$ cat src/rtl/stack_pkg.sv
// Shared constants and command decoding for the stack unit.
package stack_pkg;

    localparam int unsigned DEFAULT_WIDTH = 8;
    localparam int unsigned DEFAULT_DEPTH = 8;

    // Push source select encoding for MtoS
    localparam logic SRC_MEM = 1'b1;
    localparam logic SRC_ALU = 1'b0;

    typedef enum logic [2:0] {
        OpNone,
        OpPush,
        OpPop,
        OpTos,
        OpIllegal
    } op_e;

    // Any combination of more than one strobe is illegal
    function automatic op_e decode_op(input logic p_push, input logic p_pop, input logic p_tos);
        op_e res;
        case ({p_push, p_pop, p_tos})
            3'b000:  res = OpNone;
            3'b100:  res = OpPush;
            3'b010:  res = OpPop;
            3'b001:  res = OpTos;
            default: res = OpIllegal;
        endcase
        return res;
    endfunction

endpackage

$ cat src/rtl/stack_mem.sv
// Stack storage: one synchronous write port, one asynchronous read port, no reset.
module stack_mem
    import stack_pkg::*;
#(
    parameter int unsigned WIDTH = DEFAULT_WIDTH,
    parameter int unsigned DEPTH = DEFAULT_DEPTH
) (
    input  logic                     clk,
    input  logic                     we,
    input  logic [$clog2(DEPTH)-1:0] waddr,
    input  logic [WIDTH-1:0]         wdata,
    input  logic [$clog2(DEPTH)-1:0] raddr,
    output logic [WIDTH-1:0]         rdata
);

    logic [WIDTH-1:0] mem [DEPTH];

    // Write the addressed entry on the rising edge when enabled
    always_ff @(posedge clk) begin
        if (we) begin
            mem[waddr] <= wdata;
        end
    end

    assign rdata = mem[raddr];

endmodule

$ cat src/rtl/stack_unit.sv
// LIFO stack with registered read data and sticky error flags.
module stack_unit
    import stack_pkg::*;
#(
    parameter int unsigned WIDTH = DEFAULT_WIDTH,
    parameter int unsigned DEPTH = DEFAULT_DEPTH
) (
    input  logic                   clk,
    input  logic                   rst,
    input  logic                   push,
    input  logic                   pop,
    input  logic                   tos,
    input  logic                   MtoS,
    input  logic [WIDTH-1:0]       mem_data,
    input  logic [WIDTH-1:0]       alu_res,
    input  logic                   clr_err,
    output logic [WIDTH-1:0]       dout,
    output logic [$clog2(DEPTH):0] count,
    output logic                   empty,
    output logic                   full,
    output logic                   ovf,
    output logic                   udf,
    output logic                   cmd_err
);

    localparam int unsigned AW = $clog2(DEPTH);
    localparam int unsigned CW = AW + 1;

    logic [CW-1:0]    sp_q, sp_d;
    logic [WIDTH-1:0] dout_q, dout_d;
    logic             ovf_q, ovf_d, udf_q, udf_d, err_q, err_d;
    logic             ovf_set, udf_set, err_set;
    logic             do_write, wr_en;
    logic [WIDTH-1:0] push_data, rd_data;
    logic [AW-1:0]    waddr, raddr;
    op_e              op;

    assign op        = decode_op(push, pop, tos);
    assign push_data = (MtoS == SRC_MEM) ? mem_data : alu_res;
    assign empty     = (sp_q == '0);
    assign full      = (sp_q == CW'(DEPTH));
    assign waddr     = sp_q[AW-1:0];
    assign raddr     = sp_q[AW-1:0] - AW'(1);
    // A write must never land on an edge where reset is asserted
    assign wr_en     = do_write & ~rst;

    stack_mem #(
        .WIDTH (WIDTH),
        .DEPTH (DEPTH)
    ) u_mem (
        .clk   (clk),
        .we    (wr_en),
        .waddr (waddr),
        .wdata (push_data),
        .raddr (raddr),
        .rdata (rd_data)
    );

    // Next-state for pointer, read data and flags from the decoded command
    always_comb begin
        sp_d     = sp_q;
        dout_d   = dout_q;
        do_write = 1'b0;
        ovf_set  = 1'b0;
        udf_set  = 1'b0;
        err_set  = 1'b0;
        case (op)
            OpPush: begin
                if (full) begin
                    ovf_set = 1'b1;
                end else begin
                    do_write = 1'b1;
                    sp_d     = sp_q + CW'(1);
                end
            end
            OpPop: begin
                if (empty) begin
                    udf_set = 1'b1;
                end else begin
                    dout_d = rd_data;
                    sp_d   = sp_q - CW'(1);
                end
            end
            OpTos: begin
                if (empty) begin
                    udf_set = 1'b1;
                end else begin
                    dout_d = rd_data;
                end
            end
            OpIllegal: err_set = 1'b1;
            default: ;
        endcase
        // Setting a flag takes priority over clearing it
        ovf_d = ovf_set | (ovf_q & ~clr_err);
        udf_d = udf_set | (udf_q & ~clr_err);
        err_d = err_set | (err_q & ~clr_err);
    end

    // State registers with asynchronous active-high reset
    always_ff @(posedge clk or posedge rst) begin
        if (rst) begin
            sp_q   <= '0;
            dout_q <= '0;
            ovf_q  <= 1'b0;
            udf_q  <= 1'b0;
            err_q  <= 1'b0;
        end else begin
            sp_q   <= sp_d;
            dout_q <= dout_d;
            ovf_q  <= ovf_d;
            udf_q  <= udf_d;
            err_q  <= err_d;
        end
    end

    assign dout    = dout_q;
    assign count   = sp_q;
    assign ovf     = ovf_q;
    assign udf     = udf_q;
    assign cmd_err = err_q;

endmodule

$ cat config.mk
export PLATFORM = sky130hd
export DESIGN_NAME = stack_unit
export DESIGN_NICKNAME = d
export VERILOG_FILES = /design/src/rtl/stack_pkg.sv /design/src/rtl/stack_mem.sv /design/src/rtl/stack_unit.sv
export SDC_FILE = /design/constraint.sdc
export NUM_CORES = 1
export LEC_CHECK = 0
export ABC_AREA = 1
export CORE_MARGIN = 1
export CORE_UTILIZATION = 40
export CTS_BUF_LIST = sky130_fd_sc_hd__clkbuf_2
export DETAILED_ROUTE_END_ITERATION = 8
export DONT_BUFFER_PORTS = 1
export PLACE_DENSITY_LB_ADDON = 0.1
export SETUP_SLACK_MARGIN = 0.4
export SKIP_CTS_REPAIR_TIMING = 1
export SLEW_MARGIN = 20
export SYNTH_ARGS = -nofsm -noshare
export SYNTH_HDL_FRONTEND = slang
export SYNTH_SLANG_ARGS = --single-unit
$ cat constraint.sdc
create_clock -name clk -period 4.6 [get_ports clk]
set_input_delay 0.46 -clock clk [delete_from_list [all_inputs] [get_ports clk]]
set_output_delay 0.46 -clock clk [all_outputs]
set_load 0.01 [all_outputs]
Word-level counts from Yosys, hierarchy flattened
Memories as Yosys holds them, arrays and structs flattened. A register that Yosys moved wholly into a read port is not among the register bits.
Cells that the tools add are included.
{"block": "word_totals", "in_bits": 23, "ff_bits": 7, "elab_cells": 48, "ram_bits": 64, "n_memories": 1}
{"name": "u_mem.mem", "words": 8, "word_bits": 8, "read_ports": 1, "rd_clocked_by_memory_dff": 1, "wr": 1, "line": "stack_mem.sv:16", "rtl": "logic [WIDTH-1:0] mem [DEPTH];"}
{"block": "op_classes", "eq_ne": 10, "bitwise": 10, "mux": 14, "reduce_logical": 6, "addsub": 3}
{"op": "$pmux W3 S4", "n": 1}
{"op": "$eq A3 B2 Y1 const B", "n": 3}
{"op": "$mux W1", "n": 9}
{"op": "$mux W4", "n": 2}
{"op": "$mux W8", "n": 1}
{"op": "$pmux W4 S2", "n": 1}
{"op": "$eq A3 B1 Y1 const B", "n": 2}
{"op": "$eq A3 B3 Y1 const B", "n": 2}
{"op": "$add A4 B1 Y4 const B", "n": 1}
{"op": "$and A1 B1 Y1", "n": 4}
{"op": "$eq A4 B4 Y1 const B", "n": 1}
{"op": "$logic_not A4 Y1", "n": 1}
{"op": "$ne A2 B2 Y1 const B", "n": 2}
{"op": "$sub A4 B1 Y4 const B", "n": 1}
{"op": "$logic_not A3 Y1", "n": 1}
{"op": "$not A1 Y1", "n": 3}
{"op": "$or A1 B1 Y1", "n": 3}
{"op": "$reduce_and A3 Y1", "n": 1}
{"op": "$sub A3 B1 Y3 const B", "n": 1}
{"op": "$reduce_and A2 Y1", "n": 1}
{"op": "$reduce_bool A2 Y1", "n": 1}
{"op": "$reduce_or A2 Y1", "n": 1}

Longest topological paths before layout
Gate-level depths: netlist of the first run.
{"block": "depth", "depth_word": 7, "depth_mapped": 12, "ltp_nobuf": 12}

Hierarchy
From an unflattened synthesis of the first run, not the netlist that was laid out.
{"block": "hier_totals", "cells_unflattened": 403, "area_unflattened_um2": 3806.2}
{"module": "stack_mem", "cells_per_inst": 295, "area_each_um2": 2890.3, "seq_area_each_um2": 1921.8, "n_inst": 1}
{"module": "stack_unit", "cells_per_inst": 108, "area_each_um2": 915.9, "seq_area_each_um2": 375.4, "n_inst": 1}

Least setup slack after synthesis of the first run
Ideal clock, no wire load.
{"block": "synth_path", "path_type": "register to register", "startpoint": "reg sp_q[0], in the netlist count[0]", "endpoint": "mem u_mem.mem[0][0] in the netlist's numbering (enable)", "stages_incl_launch_ff": 10, "setup_slack_ns": 2.383, "n_path_buf": 2, "required_time_ns": 4.230, "arrival_time_ns": 1.847, "cell_sequence": "dfrtp_1 > buf_2 > inv_2 > buf_2 > ha_1 > nand3_1 > nand2_1 > nor2_2 > nand2_1 > nor2_1"}
{"block": "synth_via", "elab_chain_len": 6}
{"element": "start, declared", "line": "stack_unit.sv:29", "rtl": "logic [CW-1:0] sp_q, sp_d;"}
{"element": "start signal, assigned", "line": "stack_unit.sv:109", "rtl": "sp_q <= sp_d;"}
{"element": "$eq A4 B4 Y1", "line": "stack_unit.sv:41", "rtl": "assign full = (sp_q == CW'(DEPTH));"}
{"element": "$mux W1", "line": "stack_unit.sv:69", "rtl": "if (full) begin"}
{"element": "$mux W1", "line": "stack_unit.sv:67", "rtl": "case (op)"}
{"element": "$and A1 B1 Y1", "line": "stack_unit.sv:45", "rtl": "assign wr_en = do_write & ~rst;"}
{"element": "$mux W1", "line": "stack_mem.sv:20", "rtl": "if (we) begin"}
{"element": "$mux W1 (implied by the code)", "line": "stack_mem.sv:21", "rtl": "mem[waddr] <= wdata;"}
{"element": "end, declared", "line": "stack_mem.sv:16"}
Parallel ways exist; a longest one is shown, timed or not.

Final worst setup path of the first run
{"block": "layout_path", "startpoint": "reg sp_q[0], in the netlist count[0]", "endpoint": "mem u_mem.mem[0][3] in the netlist's numbering (enable)"}
The elaborated chain is that of the path after synthesis.

==> reports/qor.yml, run 1 <==
run_status:
  outcome: "completed"
placed_design:
  gp_congestion: 0.893
  dp_hpwl_um: 5750
  placed_cells: 465
  place_ws_ns: 1.68
  port_buffers: 0
logic_synthesis:
  yosys.cell_types.count: 22
  synth_seq_area_share: 0.634
  syn_avg_cell_area_um2: 9.87
  syn_inst: 367
  synthesis.area_um2: 3620
  synth_nets: 394
  ys_ff_latch: 79
  ys_warn_count: 0
setup_path:
  r2r_start: "count[0]$_DFFE_PP0P_"
  critical_path_peak_fanout: 36
  path_class: "flip-flop to flip-flop"
  cp.arrival_ns: 3.15
  required_ns: 4.79
  timing.rr.end: "u_mem.mem[0][3]$_DFFE_PP_"
  cp-startpoint: "count[0]$_DFFE_PP0P_"
  crit_path_end_kind: "flip-flop"
  r2r_setup_slack_ns: 1.64
  r2r_cells: 8
  worstSetupStartpointType: "flip-flop"
  crit_end: "u_mem.mem[0][3]$_DFFE_PP_"
global_route:
  grt_pass1_vias: 2356
  grt_start_max_net_pins: 37
  grt_usage: 0.182
  grt-ovfl-total: 0
  antenna_found_initial: 0
  grt_first_pass_wirelength_um: 12800
final_layout:
  n_antenna_cell: 0
  area_growth_pct: 6.91
  num-fill-cells: 875
  final_nets: 397
  seqCellArea_um2: 2300
  multi_input_area_um2: 1020
  drive_gt1_frac: 0.0933
  layoutNonFillerInstCount: 483
clocking:
  root_buffer: "clkbuf_2"
  clk_pin_slew_ns: 0.23
  clock-sinks: 79
  clk_latency_ns: 0.55
  numCtsBuffers: 9
  cts_max_level: 3
  clk_path_buf_depth: 2
  tritoncts: "done"
route:
  vias: 2409
  wire_per_inst_um: 16.6
  viasPerCell: 4.99
  ant_nets: 0
  drtIter0Drc: 117
  drc: 0
  totalWireLength_um: 8000
  first_pass_iters: 6
sta:
  timing.setup.tns_ns: 0
  min_period_ns: 2.96
  hold_viol_final: 0
  worstMarginPinSlew_ns: 0.684
  post-route-period-util: 0.643
  timing.final.ws_setup_ns: 1.64
  setup_violations: 0
  final_max_slew_viol_count: 0
  maxSlewHeadroom: 0.542
  clock_skew_ns: 0.0255
  fmax_mhz: 338
  rsz0062_at_grt: "false"
die:
  rows: 34
  die_y_um: 97.1
  die_area_um2: 9440
  fp.dieW_um: 97.1
  num_io_pins: 40
  initial_core_util: 0.413
  coreArea_um2: 8760
power_and_ir_drop:
  p_leak_nw: 1.72
  power_density_nw_per_um2: 564
  vdd_drop_max_v: 0.000172
worst_hold_path:
  hold_path.class: "input pin to flip-flop"
run:
  max_cap_violations: 0
-- worst max-delay path, stage by stage, from the launching register on --
cell     delay [ns]
dfrtp_1        0.38
buf_4          0.34
inv_2          0.35
ha_1           0.40
nand3_1        0.14
nand2_1        0.10
nor2_2         0.15
nand2_1        0.15
nor2_1         0.58
-- how the worst min path moves through the flow --
| stage | cells after the start | slack [ns] | from | endpoint |
|---|---|---|---|---|
| 6_report | 4 | 0.14 | tos | cmd_err$_DFF_PP0_ |
| 5_1_grt | 4 | 0.17 | tos | cmd_err$_DFF_PP0_ |
| 4_1_cts | 1 | -0.20 | rst | udf$_DFF_PP0_ |
| 3_5_place_dp | 1 | 0.44 | rst | udf$_DFF_PP0_ |
| 3_3_place_gp | 1 | 0.45 | rst | dout[0]$_DFFE_PP0P_ |
| 2_1_floorplan | 1 | 0.36 | rst | cmd_err$_DFF_PP0_ |
-- synthesized netlist by cell type (all sizes together) --
cell | number | area share
ha | 3 | 0.010
o22ai | 1 | 0.0017
o21ai | 4 | 0.0055
nand2 | 122 | 0.13
nand3 | 53 | 0.075
mux2 | 8 | 0.025
fa | 1 | 0.0055
xor2 | 2 | 0.0069
buf | 10 | 0.014
dfrtp | 15 | 0.10
edfxtp | 64 | 0.53
inv | 67 | 0.069
clkbuf | 1 | 0.0010
nor2 | 14 | 0.020
xnor2 | 2 | 0.0048
-- power breakdown --
part | total, W | switching (W) | internal (W)
combinational | 0.000828 | 0.000574 | 0.000254
clock | 0.000430 | 0.000249 | 0.000180
sequential | 0.000924 | 0.0000798 | 0.000845
total | 0.00218 | 0.000903 | 0.00128
-- cell type report --
cell class | instances | share of cell area
flip-flops and latches | 79 | 0.593
multi-input cells | 210 | 0.263
inverters | 67 | 0.0650
well taps | 108 | 0.0349
clock inverters | 7 | 0.0249
clock buffers | 9 | 0.0116
repair buffers | 3 | 0.00711
-- kinds of logic (layout without fill, tap and decap cells) --
logic type               count (synthesis)  in the layout  share of synthesized area
flip-flops                              79             79                      0.634
adder cells (fa/ha/maj)                  4              4                     0.0159
XOR/XNOR                                 4              4                     0.0118
buffers and inverters                   78             86                     0.0843
AND/OR/NAND/NOR                        189            189                      0.221
AO/OA/AOI/OAI                            5              5                    0.00726
multiplexers                             8              8                     0.0249
-- per-stage QoR --
step	utilization	total power [W]	hold slack (ns)	cell area (um2)
global route	0.442	0.00235	0.174	3870
global placement	0.423	0.00177	0.445	3710
detailed placement	0.423	0.00176	0.441	3710
floorplan	-	0.00157	0.361	3620
finish	0.442	0.00218	0.139	3870
CTS	0.439	0.00219	-0.202	3850
-- flip-flops by register name, indices dropped and copies added, names as in the netlist --
name       count
u_mem.mem     64
dout           8
count          4
cmd_err        1
ovf            1
udf            1
-- metal layers --
layer | vias up | part of all wire | GRT usage | wire length (um)
met5 | - | 0 | 0 | 0
met4 | 0 | 0.021 | 0.0827 | 172
met3 | 18 | 0.056 | 0.0446 | 451
met2 | 78 | 0.44 | 0.266 | 3530
met1 | 1145 | 0.48 | 0.257 | 3850
li1 | 1168 | - | - | -
-- cell usage in the layout (no fill, tap or decap), types with 3 or more instances in the layout --
cell	instances
clkbuf_2	9
dfrtp_1	15
edfxtp_1	64
ha_1	3
inv_1	61
inv_2	6
mux2_2	8
nand2_1	121
nand3_1	52
nor2_1	12
Power figures use the tool's default switching activity.
==> run 2, diff against run 1 <==
==> constraint.sdc (replaced) <==
create_clock -name clk -period 2.9 [get_ports clk]
set_input_delay 0.29 -clock clk [delete_from_list [all_inputs] [get_ports clk]]
set_output_delay 0.29 -clock clk [all_outputs]
set_load 0.01 [all_outputs]
==> run 2 against run 1 <==
Against the previous run: fmax increased by 23%; first-iteration DRC count increased by 19%; clock skew increased by 0.0047 ns; design area decreased by 0.19%; clock power increased by 32%.
==> reports/qor.yml, run 2 (synthesis gave the netlist of run 1 again) <==
run_status:
  outcome: "completed"
clocking:
  tritoncts: "done"
  cts_max_level: 3  # unchanged
  clk_latency_ns: 0.55  # about the same
  clk_pin_slew_ns: 0.22  # about the same
  clk_path_buf_depth: 2  # unchanged
  clock-sinks: 79  # unchanged
  numCtsBuffers: 9  # unchanged
  root_buffer: "clkbuf_2"
setup_path:
  critical_path.cell_chain: "inv_1, ha_1, nand3_1, nand2_1, nor2_2, nand2_1, nor2_1"
  required_ns: 3.08  # -1.71 ns
  r2r_setup_slack_ns: 0.49  # -1.15 ns
  timing.rr.end: "u_mem.mem[3][2]$_DFFE_PP_"
  worstSetupStartpointType: "flip-flop"
  cpPeakStageDelay_ns: 0.54  # -0.04 ns
  r2r_cells: 7  # -1
  path_class: "flip-flop to flip-flop"
  worst_path_most_repeated_cell: "nand2_1"
  critical_path_peak_fanout: 8  # -78%
  cp.arrival_ns: 2.59  # -0.56 ns
  crit_path_end_kind: "flip-flop"
  cp_slowest_cell: "dfrtp_1"
  r2r_start: "count[1]$_DFFE_PP0P_"
sta:
  setup_violations: 0  # unchanged
  maxSlewHeadroom: 0.509  # -0.0337
  post-route-period-util: 0.830  # +0.187
  hold_viol_final: 0  # unchanged
  timing.setup.tns_ns: 0  # unchanged
  worstMarginPinSlew_ns: 0.732  # +0.0478 ns
  final_max_slew_viol_count: 0  # unchanged
  clock_skew_ns: 0.0302  # +0.00473 ns
  min_period_ns: 2.41  # -0.550 ns
  fmax_mhz: 415  # +23%
  rsz0062_at_grt: "true"
final_layout:
  layout_common_cells: "nand2_1 (121), edfxtp_1 (64), inv_1 (61)"
  drive_gt1_frac: 0.0981  # +0.00481
  regMostFlops: "u_mem.mem"
  num-fill-cells: 856  # -2.2%
  final_util: 0.441  # -0.000857
  largest_reg_flops: 64  # unchanged
  final_nets: 399  # +0.50%
  layoutNonFillerInstCount: 485  # +0.41%
  layout_commonest_cell: "nand2_1"
  final_area_um2: 3860  # -0.19%
  area_growth_pct: 6.70
  n_antenna_cell: 0  # unchanged
die:
  fp.dieW_um: 97.1  # unchanged
  rows: 34  # unchanged
  die_y_um: 97.1  # unchanged
  initial_core_util: 0.413  # unchanged
  num_io_pins: 40  # unchanged
  die_area_um2: 9440  # unchanged
  coreArea_um2: 8760  # unchanged
placed_design:
  port_buffers: 0  # unchanged
  placed_cells: 466  # +0.22%
  placed_area_um2: 3720  # +0.20%
  gp_congestion: 0.793  # -11%
  dp_hpwl_um: 5650  # -1.9%
route:
  totalWireLength_um: 8020  # +0.19%
  vias: 2392  # -0.71%
  ant_nets: 0  # unchanged
  first_pass_iters: 7  # +1
  drtIter0Drc: 139  # +19%
  viasPerCell: 4.93  # -1.1%
  drc: 0  # unchanged
  wire_per_inst_um: 16.5  # -0.23%
worst_hold_path:
  hold_depth: 4  # unchanged
  whs_endpoint: "cmd_err$_DFF_PP0_"
  hp-start: "tos"
  hold_path.class: "input pin to flip-flop"
run:
  max_cap_violations: 0  # unchanged
global_route:
  grt_start_max_net_pins: 36  # -2.7%
  antenna_found_initial: 0  # unchanged
  grt-ovfl-total: 0  # unchanged
  grt_first_pass_wirelength_um: 12700  # -1.0%
  grt_pass1_vias: 2289  # -2.8%
  grt_usage: 0.183  # +0.00117
power_and_ir_drop:
  total_power_w: 0.00341  # +56%
  switchingPower_w: 0.00147  # +63%
  seqPwrFrac: 0.430  # +0.006
  internal_power_w: 0.00194  # +52%
  p_comb_frac: 0.404  # +0.025
  switching_share: 0.431  # +0.0169
  clock_power_share: 0.166  # -0.031
  vdd_drop_max_v: 0.000326  # +89%
  power_density_nw_per_um2: 883  # +57%
  p_leak_nw: 1.71  # -0.53%
run 2: routing by layer:
layer | wire length (um) | GRT usage | vias to the layer above | share of wire
li1 | - | - | 1176 | -
met1 | 3710 | 0.254 | 1123 | 0.46
met2 | 3700 | 0.277 | 84 | 0.46
met3 | 508 | 0.0518 | 9 | 0.063
met4 | 94 | 0.0620 | 0 | 0.012
met5 | 0 | 0 | - | 0
run 2: through the flow:
| stage | hold WS, ns | setup slack, ns |
|---|---|---|
| after global placement | 0.275 | 0.592 |
| after global routing | 0.00583 | 0.299 |
| after floorplan | 0.191 | 0.683 |
| after detailed placement | 0.280 | 0.478 |
| final | 0.0166 | 0.493 |
| after CTS | -0.358 | 0.452 |
run 2: how the worst max path moves through the flow:
stage / start / to / slack, ns / depth (start not counted)
after global routing: count[1]$_DFFE_PP0P_ / u_mem.mem[3][2]$_DFFE_PP_ / 0.30 / 7
after CTS: count[1]$_DFFE_PP0P_ / u_mem.mem[6][6]$_DFFE_PP_ / 0.45 / 7
final: count[1]$_DFFE_PP0P_ / u_mem.mem[3][2]$_DFFE_PP_ / 0.49 / 7
after detailed placement: count[1]$_DFFE_PP0P_ / u_mem.mem[6][4]$_DFFE_PP_ / 0.48 / 7
after global placement: count[1]$_DFFE_PP0P_ / u_mem.mem[5][5]$_DFFE_PP_ / 0.59 / 7
after floorplan: count[0]$_DFFE_PP0P_ / u_mem.mem[0][0]$_DFFE_PP_ / 0.68 / 9
run 2: critical path, delay by kind of cell, from the launching register on:
kind | cells | cell delay (ns)
flops | 1 | 0.54
fa+ha+maj | 1 | 0.29
buf+inv | 1 | 0.15
simple gates | 5 | 1.06
run 2: power groups by stage:
stage | combinational, W | sequential [W] | clock (W)
global placement | 0.00138 | 0.00149 | 0
detailed placement | 0.00138 | 0.00149 | 0
global route | 0.00156 | 0.00148 | 0.000634
finish | 0.00138 | 0.00147 | 0.000567
CTS | 0.00139 | 0.00147 | 0.000585
floorplan | 0.00102 | 0.00147 | 0
run 2: cell type report:
class / instances / area [um2] / share of cell area
clock buffer: 9 / 45.0 / 0.0117
tap: 108 / 135 / 0.0350
sequential: 79 / 2300 / 0.595
multi-input combinational: 210 / 1030 / 0.266
timing repair buffer: 5 / 45.0 / 0.0117
clock inverter: 7 / 63.8 / 0.0165
inverter: 67 / 251 / 0.0651
==> run 3, diff against run 2 <==
==> constraint.sdc (replaced) <==
create_clock -name clk -period 2.3 [get_ports clk]
set_input_delay 0.23 -clock clk [delete_from_list [all_inputs] [get_ports clk]]
set_output_delay 0.23 -clock clk [all_outputs]
set_load 0.01 [all_outputs]
==> run 3 against run 2 <==
Against the previous run: cell count rose by 0.82%; register-to-register slack improved by 0.04 ns; first-iteration DRC count decreased by 3.6%; routed wire length is 4.2% higher; combinational power is 37% higher; largest cell class unchanged; largest power group is now combinational logic.
==> reports/qor.yml, run 3 (synthesis gave the netlist of run 1 again) <==
sta:
  timing.setup.tns_ns: 0  # unchanged
  rsz0062_at_grt: "true"
  fmax_mhz: 552
  final_max_slew_viol_count: 0  # unchanged
  hold_slack_ns: 0.0259  # +0.00936 ns
  clock_skew_ns: 0.0239  # -0.00626 ns
  maxSlewHeadroom: 0.534  # +0.0249
  worstMarginPinSlew_ns: 0.695  # -0.0372 ns
  setup_violations: 0  # unchanged
  post-route-period-util: 0.788
  min_period_ns: 1.81
  hold_viol_final: 0  # unchanged
route:
  drc: 0  # unchanged
  wire_per_inst_um: 17.1  # +3.3%
  totalWireLength_um: 8350  # +4.2%
  first_pass_iters: 4  # -3
  ant_nets: 0  # unchanged
  viasPerCell: 4.94  # +0.22%
  drtIter0Drc: 134  # -3.6%
  vias: 2417  # +1.0%
clocking:
  numCtsBuffers: 9  # unchanged
  root_buffer: "clkbuf_2"
  clk_path_buf_depth: 2  # unchanged
  tritoncts: "done"
  clk_pin_slew_ns: 0.23  # about the same
  cts_max_level: 3  # unchanged
  clk_latency_ns: 0.52  # -0.03 ns
  clock-sinks: 79  # unchanged
setup_path:
  cp.arrival_ns: 1.58  # -1.01 ns
  r2r_setup_slack_ns: 0.53  # +0.04 ns
  crit_path_end_kind: "output port"
  required_ns: 2.07  # -1.01 ns
  worstSetupStartpointType: "flip-flop"
  path_class: "flip-flop to output port"
  cp-startpoint: "count[1]$_DFFE_PP0P_"
  critical_path_peak_fanout: 4  # -4
  r2r_start: "count[1]$_DFFE_PP0P_"
  timing.rr.end: "u_mem.mem[0][3]$_DFFE_PP_"
  crit_end: "empty"
  r2r_cells: 7  # unchanged
global_route:
  grt_start_max_net_pins: 36  # unchanged
  grt_first_pass_wirelength_um: 13200  # +4.2%
  grt-ovfl-total: 0  # unchanged
  grt_usage: 0.191  # +0.00754
  grt_pass1_vias: 2464  # +7.6%
  antenna_found_initial: 0  # unchanged
power_and_ir_drop:
  power_density_nw_per_um2: 1130  # +27%
  vdd_drop_max_v: 0.000561  # +72%
  p_leak_nw: 1.76  # +2.9%
worst_hold_path:
  hold_path.class: "input pin to flip-flop"
  hp-start: "pop"
final_layout:
  area_growth_pct: 10.8
  regMostFlops: "u_mem.mem"
  final_nets: 403  # +1.0%
  multi_input_area_um2: 1120  # +9.3%
  num-fill-cells: 875  # +2.2%
  final_util: 0.458  # +0.0168
  largest_reg_flops: 64  # unchanged
  layout_common_cells: "nand2_1 (118), edfxtp_1 (64), inv_1 (60)"
  seqCellArea_um2: 2300  # about the same
  drive_gt1_frac: 0.136  # +0.0383
  n_antenna_cell: 0  # unchanged
  layout_commonest_cell: "nand2_1"
die:
  num_io_pins: 40  # unchanged
  die_area_um2: 9440  # unchanged
  fp.dieW_um: 97.1  # unchanged
  rows: 34  # unchanged
  initial_core_util: 0.413  # unchanged
  die_y_um: 97.1  # unchanged
  coreArea_um2: 8760  # unchanged
placed_design:
  gp_congestion: 0.844  # +6.4%
  dp_hpwl_um: 5980  # +5.9%
  port_buffers: 0  # unchanged
run_status:
  outcome: "completed"
run:
  max_cap_violations: 0  # unchanged
==> run 3: changes by cell type in the layout (fill, tap and decap cells not counted), sizes merged <==
cell and change:
dlygate4sd3 +2, clkinvlp -3, buf +2, clkinv -1, inv +4
==> run 3: cell type report <==
cell class / count / area share
multi-input cells: 210 / 0.279
repair buffers: 9 / 0.0200
clock buffers: 9 / 0.0112
well taps: 108 / 0.0337
inverters: 67 / 0.0633
clock inverters: 7 / 0.0193
flip-flops and latches: 79 / 0.573
==> run 3: worst min path at each step <==
stage          slack (ns)  cells past startpoint                         to
2_1_floorplan        0.13                      1          cmd_err$_DFF_PP0_
3_3_place_gp         0.23                      1        dout[3]$_DFFE_PP0P_
3_5_place_dp         0.22                      1        dout[3]$_DFFE_PP0P_
4_1_cts             -0.41                      1        dout[4]$_DFFE_PP0P_
5_1_grt              0.02                      3  u_mem.mem[5][7]$_DFFE_PP_
6_report             0.03                      5              ovf$_DFF_PP0_
==> run 3: metrics by stage <==
step                      setup WS, ns  std cells  power [W]  instance area, um2
after global routing             0.383        489    0.00486                4010
after detailed placement         0.496        468    0.00373                3830
after floorplan                  0.418        367    0.00325                3730
final                            0.489        489    0.00452                4010
after CTS                        0.309        484    0.00451                3950
after global placement           0.539        468    0.00374                3830
==> run 3: power by group <==
group          internal [W]  leakage, nW  total, W  switching [W]
Combinational      0.000602        0.925   0.00189        0.00129
Sequential          0.00169        0.760   0.00185       0.000156
Clock              0.000266       0.0753  0.000780       0.000514
Total               0.00256         1.76   0.00452        0.00196
==> run 3: per-layer routing <==
layer  wire (um)  track usage
met5           0            0
met4         146       0.0654
met3         389       0.0453
met2        4140        0.320
met1        3680        0.242
==> run 3: critical path, stage by stage, from the launching register on <==
cell and delay (ns):
dfrtp_1 0.44, inv_2 0.11, ha_4 0.19, nand3_4 0.11, inv_4 0.09, buf_4 0.12
